<file path="config.mk">
export PLATFORM = sky130hd
export DESIGN_NAME = rs232_ram_cmd_ctrl_flat
export DESIGN_NICKNAME = d
export VERILOG_FILES = /design/src/rtl/rs232_ram_cmd_ctrl_if.sv /design/src/rtl/rs232_ram_cmd_ctrl.sv /design/src/flat_wrapper.sv
export SDC_FILE = /design/constraint.sdc
export NUM_CORES = 1
export LEC_CHECK = 0
export ABC_AREA = 1
export BUFFER_PORTS_ARGS = -buffer_cell sky130_fd_sc_hd__buf_2
export CAP_MARGIN = 20
export CORE_ASPECT_RATIO = 0.75
export CORE_MARGIN = 2
export CORE_UTILIZATION = 50
export DETAILED_ROUTE_END_ITERATION = 12
export PLACE_DENSITY_LB_ADDON = 0.05
export SYNTH_ARGS = -nofsm -noshare
export SYNTH_HDL_FRONTEND = slang
export SYNTH_SLANG_ARGS = --single-unit
</file>
<file path="constraint.sdc">
create_clock -name clk_i -period 1.86 [get_ports clk_i]
set_input_delay 0.372 -clock clk_i [delete_from_list [all_inputs] [get_ports clk_i]]
set_output_delay 0.372 -clock clk_i [all_outputs]
set_load 0.05 [all_outputs]
</file>
<file path="src/rtl/rs232_ram_cmd_ctrl_if.sv">
// ----------------------------------------------------------------------------
// rs232_ram_cmd_ctrl_if
//   Bundles the three handshake/bus groups around the command controller:
//     packet in  : pkt_valid, pkt_data[63:0], pkt_ready
//     RAM port   : ram_addr[6:0], ram_din[31:0], ram_en, ram_we, ram_dout[31:0]
//     packet out : tx_data[63:0], tx_start, tx_done
//   master : the controller (accepts packets, owns the RAM port, drives TX)
//   slave  : the surrounding RX block, RAM and transmitter
// ----------------------------------------------------------------------------
interface rs232_ram_cmd_ctrl_if;
    logic        pkt_valid;
    logic [63:0] pkt_data;
    logic        pkt_ready;

    logic [6:0]  ram_addr;
    logic [31:0] ram_din;
    logic        ram_en;
    logic        ram_we;
    logic [31:0] ram_dout;

    logic [63:0] tx_data;
    logic        tx_start;
    logic        tx_done;

    modport master (
        input  pkt_valid, pkt_data, ram_dout, tx_done,
        output pkt_ready, ram_addr, ram_din, ram_en, ram_we, tx_data, tx_start
    );

    modport slave (
        output pkt_valid, pkt_data, ram_dout, tx_done,
        input  pkt_ready, ram_addr, ram_din, ram_en, ram_we, tx_data, tx_start
    );
endinterface

</file>
<file path="src/rtl/rs232_ram_cmd_ctrl.sv">
// ----------------------------------------------------------------------------
// rs232_ram_cmd_ctrl
//   Command sequencer between the RS-232 packet receiver, a 128x32 RAM and
//   the RS-232 transmitter. Takes one 8-byte packet at a time, checks framing
//   (0x02 ... 0x03) and the XOR checksum over bytes 1..5, performs the encoded
//   RAM write or read, then returns a response packet through a tx_start /
//   tx_done handshake guarded by a timeout.
//
//   Packet layout (byte k = [8k+7:8k]):
//     byte0 = 0x02, byte1 = {we, addr[6:0]}, bytes5..2 = data (byte2 = LSB),
//     byte6 = XOR of bytes 1..5, byte7 = 0x03.
//
// Ports
//   clk_i      : clock, everything on posedge
//   rst_i      : synchronous, active-high reset
//   bus        : master side of rs232_ram_cmd_ctrl_if (packet in, RAM, TX)
//   err_cnt_o  : saturating count of rejected or timed-out packets
//   busy_o     : controller is not idle
// ----------------------------------------------------------------------------
module rs232_ram_cmd_ctrl #(
    parameter bit WR_ACK     = 1'b1,    // 1: writes are acknowledged with a packet
    parameter int TX_TIMEOUT = 150000,  // cycles allowed in TXW before abort
    parameter int TO_W       = 18       // timeout counter width
) (
    input  logic                  clk_i,
    input  logic                  rst_i,
    rs232_ram_cmd_ctrl_if.master  bus,
    output logic [7:0]            err_cnt_o,
    output logic                  busy_o
);

    typedef enum logic [2:0] {
        S_IDLE  = 3'd0,
        S_CHECK = 3'd1,
        S_RAM   = 3'd2,
        S_LOAD  = 3'd3,
        S_TXW   = 3'd4,
        S_ERR   = 3'd5
    } state_t;

    // Last counter value of the wait window: TXW lasts exactly TX_TIMEOUT cycles.
    localparam logic [TO_W-1:0] TO_LAST = TO_W'(TX_TIMEOUT - 1);

    state_t            state_q, state_d;
    logic [63:0]       pkt_q, pkt_d;
    logic              pkt_ready_q, pkt_ready_d;
    logic [6:0]        ram_addr_q, ram_addr_d;
    logic [31:0]       ram_din_q, ram_din_d;
    logic              ram_en_q, ram_en_d;
    logic              ram_we_q, ram_we_d;
    logic [63:0]       tx_data_q, tx_data_d;
    logic              tx_start_q, tx_start_d;
    logic [TO_W-1:0]   to_cnt_q, to_cnt_d;
    logic [7:0]        err_cnt_q, err_cnt_d;

    // ------------------------------------------------------------------
    // Decode of the latched packet
    // ------------------------------------------------------------------
    logic        accept;
    logic        pkt_we;
    logic [6:0]  pkt_addr;
    logic [31:0] pkt_wdata;
    logic [7:0]  pkt_xor;
    logic        pkt_ok;
    logic        to_hit;
    logic [31:0] resp_data;
    logic [7:0]  resp_chk;

    // pkt_ready_q mirrors state_q==IDLE except in the cycle right after reset.
    assign accept    = bus.pkt_valid & pkt_ready_q;
    assign pkt_we    = pkt_q[15];
    assign pkt_addr  = pkt_q[14:8];
    assign pkt_wdata = pkt_q[47:16];
    assign pkt_xor   = pkt_q[15:8] ^ pkt_q[23:16] ^ pkt_q[31:24]
                     ^ pkt_q[39:32] ^ pkt_q[47:40];
    assign pkt_ok    = (pkt_q[7:0] == 8'h02) && (pkt_q[63:56] == 8'h03)
                     && (pkt_q[55:48] == pkt_xor);
    assign to_hit    = (to_cnt_q == TO_LAST);

    // In LOAD a read's data is on ram_dout (RAM answered the cycle before),
    // so it goes straight into the response without an extra holding register.
    assign resp_data = pkt_we ? pkt_wdata : bus.ram_dout;
    assign resp_chk  = pkt_q[15:8] ^ resp_data[7:0] ^ resp_data[15:8]
                     ^ resp_data[23:16] ^ resp_data[31:24];

    // ------------------------------------------------------------------
    // State and output registers
    // ------------------------------------------------------------------
    always_ff @(posedge clk_i) begin
        if (rst_i) begin
            state_q     <= S_IDLE;
            pkt_q       <= '0;
            pkt_ready_q <= 1'b0;
            ram_addr_q  <= '0;
            ram_din_q   <= '0;
            ram_en_q    <= 1'b0;
            ram_we_q    <= 1'b0;
            tx_data_q   <= '0;
            tx_start_q  <= 1'b0;
            to_cnt_q    <= '0;
            err_cnt_q   <= '0;
        end else begin
            state_q     <= state_d;
            pkt_q       <= pkt_d;
            pkt_ready_q <= pkt_ready_d;
            ram_addr_q  <= ram_addr_d;
            ram_din_q   <= ram_din_d;
            ram_en_q    <= ram_en_d;
            ram_we_q    <= ram_we_d;
            tx_data_q   <= tx_data_d;
            tx_start_q  <= tx_start_d;
            to_cnt_q    <= to_cnt_d;
            err_cnt_q   <= err_cnt_d;
        end
    end

    // ------------------------------------------------------------------
    // Next-state logic
    // ------------------------------------------------------------------
    always_comb begin
        state_d = state_q;
        case (state_q)
            S_IDLE:  if (accept) state_d = S_CHECK;
            S_CHECK: state_d = pkt_ok ? S_RAM : S_ERR;
            S_RAM:   state_d = (pkt_we && !WR_ACK) ? S_IDLE : S_LOAD;
            S_LOAD:  state_d = S_TXW;
            // tx_done wins over a simultaneous timeout.
            S_TXW: begin
                if (bus.tx_done)  state_d = S_IDLE;
                else if (to_hit)  state_d = S_ERR;
            end
            S_ERR:   state_d = S_IDLE;
            default: state_d = S_IDLE;
        endcase
    end

    // ------------------------------------------------------------------
    // Output / datapath next values
    // ------------------------------------------------------------------
    always_comb begin
        pkt_d       = pkt_q;
        pkt_ready_d = (state_d == S_IDLE);
        ram_addr_d  = ram_addr_q;
        ram_din_d   = ram_din_q;
        ram_we_d    = ram_we_q;
        ram_en_d    = 1'b0;
        tx_data_d   = tx_data_q;
        tx_start_d  = 1'b0;
        to_cnt_d    = to_cnt_q;
        err_cnt_d   = err_cnt_q;
        case (state_q)
            S_IDLE: begin
                if (accept) pkt_d = bus.pkt_data;
            end
            S_CHECK: begin
                if (pkt_ok) begin
                    ram_en_d   = 1'b1;
                    ram_we_d   = pkt_we;
                    ram_addr_d = pkt_addr;
                    ram_din_d  = pkt_wdata;
                end
            end
            S_LOAD: begin
                tx_data_d  = {8'h03, resp_chk, resp_data, pkt_q[15:8], 8'h02};
                tx_start_d = 1'b1;
                to_cnt_d   = '0;
            end
            S_TXW: begin
                to_cnt_d = to_cnt_q + 1'b1;
            end
            S_ERR: begin
                if (err_cnt_q != 8'hFF) err_cnt_d = err_cnt_q + 8'd1;
            end
            default: ;
        endcase
    end

    assign bus.pkt_ready = pkt_ready_q;
    assign bus.ram_addr  = ram_addr_q;
    assign bus.ram_din   = ram_din_q;
    assign bus.ram_en    = ram_en_q;
    assign bus.ram_we    = ram_we_q;
    assign bus.tx_data   = tx_data_q;
    assign bus.tx_start  = tx_start_q;
    assign err_cnt_o     = err_cnt_q;
    assign busy_o        = (state_q != S_IDLE);

endmodule

</file>
<file path="src/flat_wrapper.sv">
// flat-port wrapper written by rule: the top's interface ports become plain ports
module rs232_ram_cmd_ctrl_flat 
#(
    parameter bit WR_ACK     = 1'b1,                                               
    parameter int TX_TIMEOUT = 150000,                                       
    parameter int TO_W       = 18                               
)
  (clk_i, rst_i, err_cnt_o, busy_o, bus_pkt_valid, bus_pkt_data, bus_ram_dout, bus_tx_done, bus_pkt_ready, bus_ram_addr, bus_ram_din, bus_ram_en, bus_ram_we, bus_tx_data, bus_tx_start);
  rs232_ram_cmd_ctrl_if bus_i ();
  input  logic clk_i;
  input  logic rst_i;
  output logic [7:0] err_cnt_o;
  output logic busy_o;
  input wire logic [$bits(bus_i.pkt_valid)-1:0] bus_pkt_valid;
  input wire logic [$bits(bus_i.pkt_data)-1:0] bus_pkt_data;
  input wire logic [$bits(bus_i.ram_dout)-1:0] bus_ram_dout;
  input wire logic [$bits(bus_i.tx_done)-1:0] bus_tx_done;
  output wire logic [$bits(bus_i.pkt_ready)-1:0] bus_pkt_ready;
  output wire logic [$bits(bus_i.ram_addr)-1:0] bus_ram_addr;
  output wire logic [$bits(bus_i.ram_din)-1:0] bus_ram_din;
  output wire logic [$bits(bus_i.ram_en)-1:0] bus_ram_en;
  output wire logic [$bits(bus_i.ram_we)-1:0] bus_ram_we;
  output wire logic [$bits(bus_i.tx_data)-1:0] bus_tx_data;
  output wire logic [$bits(bus_i.tx_start)-1:0] bus_tx_start;
  assign bus_i.pkt_valid = bus_pkt_valid;
  assign bus_i.pkt_data = bus_pkt_data;
  assign bus_i.ram_dout = bus_ram_dout;
  assign bus_i.tx_done = bus_tx_done;
  assign bus_pkt_ready = bus_i.pkt_ready;
  assign bus_ram_addr = bus_i.ram_addr;
  assign bus_ram_din = bus_i.ram_din;
  assign bus_ram_en = bus_i.ram_en;
  assign bus_ram_we = bus_i.ram_we;
  assign bus_tx_data = bus_i.tx_data;
  assign bus_tx_start = bus_i.tx_start;
  rs232_ram_cmd_ctrl #(.WR_ACK(WR_ACK), .TX_TIMEOUT(TX_TIMEOUT), .TO_W(TO_W)) u_core (.clk_i(clk_i), .rst_i(rst_i), .bus(bus_i), .err_cnt_o(err_cnt_o), .busy_o(busy_o));
endmodule
</file>
---- Word level (Yosys, flattened, before mapping) ----
Cells that the tools add are included.
storage, ports and cells
  output and inout bits ................... 116
  flip-flop bits (word level) ............. 186
  bits of input ports ..................... 100
operators by class
  bitwise operators ....................... 10
  muxes and demuxes ....................... 9
  add/sub/neg operators ................... 2
  eq/ne operators ......................... 10
  reduce and logical (&&, ||, !) cells .... 10
operators by type and width
  cell                     number
  $xor A8 B8 Y8            8
  $pmux W18 S2             1
  $mux W32                 1
  $add A18 B1 Y18 const B  1
  $eq A18 B18 Y1 const B   1
  $eq A8 B2 Y1 const B     2
  $pmux W3 S5              1
  $mux W3                  4
  $add A8 B1 Y8 const B    1
  $eq A8 B8 Y1             1
  $ne A8 B8 Y1 const B     1
  $eq A3 B2 Y1 const B     2
  $eq A3 B3 Y1 const B     2
  $logic_not A3 Y1         2
  $reduce_and A2 Y1        3
  $eq A3 B1 Y1 const B     1
  $reduce_bool A3 Y1       1
  $logic_and A1 B1 Y1      2
  $mux W1                  2
  $reduce_bool A2 Y1       1
  $reduce_or A2 Y1         1
  $and A1 B1 Y1            1
  $not A1 Y1               1

---- Longest topological paths before layout ----
  word-level depth ........................ 9
  mapped depth ............................ 18
  gate-level depth less buffers ........... 16

---- Worst setup path before layout ----
OpenSTA, ideal clock, no wires.
  path kind ............................... register to register
  start point ............................. register u_core.err_cnt_q[0] (netlist: u_core.err_cnt_o[0])
  end point ............................... register u_core.err_cnt_q[6] (netlist: u_core.err_cnt_o[6])
  setup slack ............................. -34 ps
  setup time .............................. 147 ps
  data required time ...................... 1713 ps
  arrival ................................. 1746 ps
  stages on the path, launching flop included .. 11
  path through ............................ dfxtp_1 ha_1 inv_1 nor4_1 nand2_1 nand2_1 inv_1 nand2_1 inv_1 o21ai_0 a21oi_1
on the way
  longest elaborated chain between the ends .. 2
  elaborated cells on any way between the ends .. 3
ends and longest elaborated chain
  what                                                   line                       RTL
  start: declaration                                     rs232_ram_cmd_ctrl.sv:54   logic [7:0] err_cnt_q, err_cnt_d;
  start signal: assignment                               rs232_ram_cmd_ctrl.sv:113  err_cnt_q <= err_cnt_d;
  branches (longest 2 deep; another with $add A8 B1 Y8)  n/a
Parallel ways; which one is timed is not known.
A chain may end at the register's enable or synchronous reset.

---- Worst setup path in the final report ----
  start point ............................. register u_core.pkt_q[12]
  end point ............................... register u_core.ram_addr_q[6] (netlist: u_core.bus.ram_addr[6])
on the way
  longest elaborated chain between the ends .. 7
ends and longest elaborated chain
  what                                line                       RTL
  start: declaration                  rs232_ram_cmd_ctrl.sv:45   logic [63:0] pkt_q, pkt_d;
  start signal: assignment            rs232_ram_cmd_ctrl.sv:104  pkt_q <= pkt_d;
  $xor A8 B8 Y8 (2 in series)         rs232_ram_cmd_ctrl.sv:74   assign pkt_xor = pkt_q[15:8] ^ pkt_q[23:16] ^ pkt_q[31:24]
  $xor A8 B8 Y8 (2 in series)         rs232_ram_cmd_ctrl.sv:75   ^ pkt_q[39:32] ^ pkt_q[47:40];
  $eq A8 B8 Y1                        rs232_ram_cmd_ctrl.sv:77   && (pkt_q[55:48] == pkt_xor);
  $logic_and A1 B1 Y1                 rs232_ram_cmd_ctrl.sv:77
  $reduce_and A2 Y1 (no source line)  n/a
  end signal: assignment              rs232_ram_cmd_ctrl.sv:106  ram_addr_q <= ram_addr_d;
  end: declaration                    rs232_ram_cmd_ctrl.sv:47   logic [6:0] ram_addr_q, ram_addr_d;
No other way between the ends.

==> qor.csv <==
stage;metric;value;unit
run_status;outcome;finished, violations left;
run_status;violations;setup timing;
timing;setup_viol;43;
yosys;synth_top_area_share;44.5;%
setup_path;r2r-start;u_core.pkt_q[12];
route;drt-initial-drc-count;789;
setup_path;path_cells;xor2_1 > inv_1 > nand2_1 > nand2_1 > nand2_1 > nand3_2 > nor2_4 > buf_6 > nand3_4 > buf_6 > nor2_1 > nor2_1;
pwr;ir_drop;0.578;mV
setup_path;ff2ff_setup_slack;-0.22;ns
yosys;synth-edff-count;0;
floorplan;die_y;116;µm
timing;final_max_slew_viol_count;0;
setup_path;crit_cells;12;
yosys;synthAdderAreaFrac;0.301;%
place;port_buffers;202;
clock_tree;cts_num_sinks;185;
setup_path;crit_family;simple AND/OR/NAND/NOR gates;
yosys;ys_seq_elements;185;
cells_and_area;n_antenna_cell;0;
yosys;yosys_warnings;0;
yosys;synth_area_leaders;dfxtp_1 45%, nand2_1 11%, o21ai_0 9.2%;
yosys;synth_ff_type;dfxtp_1;
setup_path;rr_worst_depth;12;
clock_tree;cts_tree;done;
timing;setup_slack;-0.224;ns
timing;clock_skew;0.00955;ns
global_routing;grt_pass1_vias;7540;
global_routing;grt.overflow.total;0;
clock_tree;clkTransAtPathRegs;0.07;ns
global_routing;grt_usage;28.1;%
timing;finalCriticalPeriod;2.08;ns
yosys;synth_top_family_by_area;simple AND/OR/NAND/NOR gates;
setup_path;cp_num_buf_inv;3;
setup_path;end_kind;flop;
route;postRouteAntennaNets;0;
global_routing;grt_max_degree;67;
yosys;netlist_instances;1201;
job;cap_viol_max_count;0;
route;drc;0;
floorplan;die_area;17700;µm²
route;vias;8592;
timing;max_freq;0.480;GHz
hold_path;min-delay-start;bus_pkt_data[62];
setup_path;critPathSlowestCell;dfxtp_1;
setup_path;crit_top_cell;nand2_1;
timing;relSlewSlack;60.9;%
route;first_pass_iters;5;
timing;hold_viol_final;0;
route;wire_per_inst;16.1;µm
route;routed_via_density;5.15;
floorplan;dieWidth;153;µm
cells_and_area;stdcell_count;1668;
yosys;synthXorXnorAreaFrac;4.00;%
yosys;synth_compound_area_share;17.2;%
setup_path;crit_end;u_core.bus.ram_addr[6];
global_routing;antenna_found_initial;0;
yosys;synth_largest_area_cell;dfxtp_1;
setup_path;crit_start;u_core.pkt_q[12];
yosys;muxShareOfSynthArea;0;%
route;wl;26900;µm
clock_tree;clockBufferDepth;2;
cells_and_area;area_delta_synth_final;36.3;%
place;placedCellCount;1619;
yosys;synth-simple-area-share;22.3;%
setup_path;start_kind;flop;
yosys;synth-seq-area-share;44.5;%
timing;post-route-period-util;112;%
yosys;syn_area;8320;µm²
yosys;yosysUniqueCellTypes;32;
place;gp_congestion;0.967;
setup_path;path_class;reg -> reg;
clock_tree;cts_buffers;17;
floorplan;core_area;16200;µm²
clock_tree;insertion_delay;0.44;ns
global_routing;grt_first_pass_wirelength;39000;µm
timing;tightest_slew;0.580;ns
setup_path;cp.required;2.19;ns
place;hpwl;18700;µm
pwr;leakage;5.46;nW
setup_path;cp_max_fo;11;
yosys;ys_async_sr_fraction;0;%
cells_and_area;finalNetCount;1548;
floorplan;io-pin-count;216;
pwr;powerDensity;904;nW/µm²
hold_path;hp-class;in -> reg;
cells_and_area;drive_gt1_share;31.1;%
floorplan;start_util;51.5;%
floorplan;rows;40;
setup_path;cpPeakStageDelay;0.43;ns
yosys;avgSynthCellArea;6.93;µm²
clock_tree;root_buffer;clkbuf_16;
setup_path;crit_arrival;2.41;ns
clock_tree;htree_levels;4;
timing;rsz0062_at_grt;yes;
pwr;total_power;10.3;mW
setup_path;r2r-end;u_core.bus.ram_addr[6];
hold_path;holdPathStages;3;
[cells by family after synthesis]
kind of cell | after synthesis
DFF | 185
xor gates and xnor gates | 38
and+or+nand+nor | 470
AOI/OAI and AO/OA | 275
other | 1
adders and majority gates | 2
buffers and inverters | 230
[final cells by class]
class	instances	area, µm²
clock buffer	18	439
clock inverter	13	215
fill	1379	4820
inverter	152	573
multi-input combinational	799	4130
sequential	185	3730
tap	210	263
timing repair buffer	291	1990
[cell usage after synthesis, drive strengths merged, types with 3 or more instances]
cell / count
a211oi: 8
a21oi: 102
a22oi: 4
buf: 35
clkbuf: 43
dfxtp: 185
inv: 151
nand2: 237
nand3: 46
nand4: 5
nor2: 168
nor3: 9
nor4: 3
o21ai: 153
xnor2: 24
xor2: 14
[cells in the final DEF, fill, tap and decap left out, types with 3 or more instances in the layout]
cell	count
nand4_1	5
nor2_2	13
xor2_1	12
o21ai_1	10
inv_6	3
nor2_1	146
nand3_1	32
nand3_2	13
inv_1	141
inv_2	8
nor3_1	8
nand2_4	11
o21ai_2	4
dfxtp_2	21
o21ai_0	139
buf_4	63
buf_12	11
clkbuf_16	25
clkinvlp_4	4
a211oi_1	8
conb_1	13
nor4_1	3
bufinv_16	5
a21oi_1	101
a22oi_1	4
nand2_1	187
nand2_2	39
buf_6	5
nor2_4	9
dfxtp_1	163
buf_2	202
xnor2_1	22
[what timing repair did]
item	CTS	global route
resized for setup	11	158
setup endpoints to repair	45	59
cloned	0	13
pin swaps	2	25
hold buffers	0	0
setup buffers	0	5
[worst reg2reg max path: cells and delay by family, from the launching register on]
kind / cells / cell delay (ns)
simple gates: 8 / 0.85
flops: 1 / 0.43
xor+xnor: 1 / 0.27
buf+inv: 3 / 0.42
[sequential cells by signal, summed over array words and instances (netlist names)]
| signal | cells |
|---|---|
| u_core.bus.ram_we | 1 |
| u_core.bus.tx_data | 49 |
| u_core.state_q | 3 |
| u_core.bus.pkt_ready | 1 |
| u_core.bus.ram_en | 1 |
| u_core.bus.ram_din | 32 |
| u_core.pkt_q | 64 |
| u_core.bus.tx_start | 1 |
| u_core.bus.ram_addr | 7 |
| u_core.err_cnt_o | 8 |
| u_core.to_cnt_q | 18 |
[worst min path at each step]
stage                             to
CTS                 u_core.pkt_q[30]
global route        u_core.pkt_q[36]
global placement     u_core.pkt_q[3]
detailed placement   u_core.pkt_q[6]
finish              u_core.pkt_q[62]
floorplan            u_core.pkt_q[3]
[per-layer routing]
layer	vias to the layer above	track usage, %	share of wire, %	routed length (µm)
li1	4273	-	-	-
met1	3891	39.2	46	12300
met2	371	43.2	43	11700
met3	57	5.61	8.3	2240
met4	0	11.5	2.6	703
met5	-	0	0	0
[per-stage QoR]
step	setup TNS [ns]	util, %	instance area, µm²	setup WS (ns)	hold slack, ns
CTS	-0.0158	65.4	10600	-0.0158	0.198
global route	-11.05	70.2	11300	-0.315	0.234
detailed placement	-1.74	61.3	9900	-0.0681	0.436
floorplan	0	-	8370	0.116	0.424
global placement	-0.121	61.3	9900	-0.0845	0.431
finish	-6.61	70.2	11300	-0.224	0.205
[power by group]
| part | internal (mW) | switching (mW) | total (mW) |
|---|---|---|---|
| registers | 4.13 | 0.141 | 4.27 |
| logic | 0.751 | 1.15 | 1.91 |
| clock network | 2.43 | 1.65 | 4.08 |
| total | 7.31 | 2.95 | 10.3 |
Power figures use the tool's default switching activity.
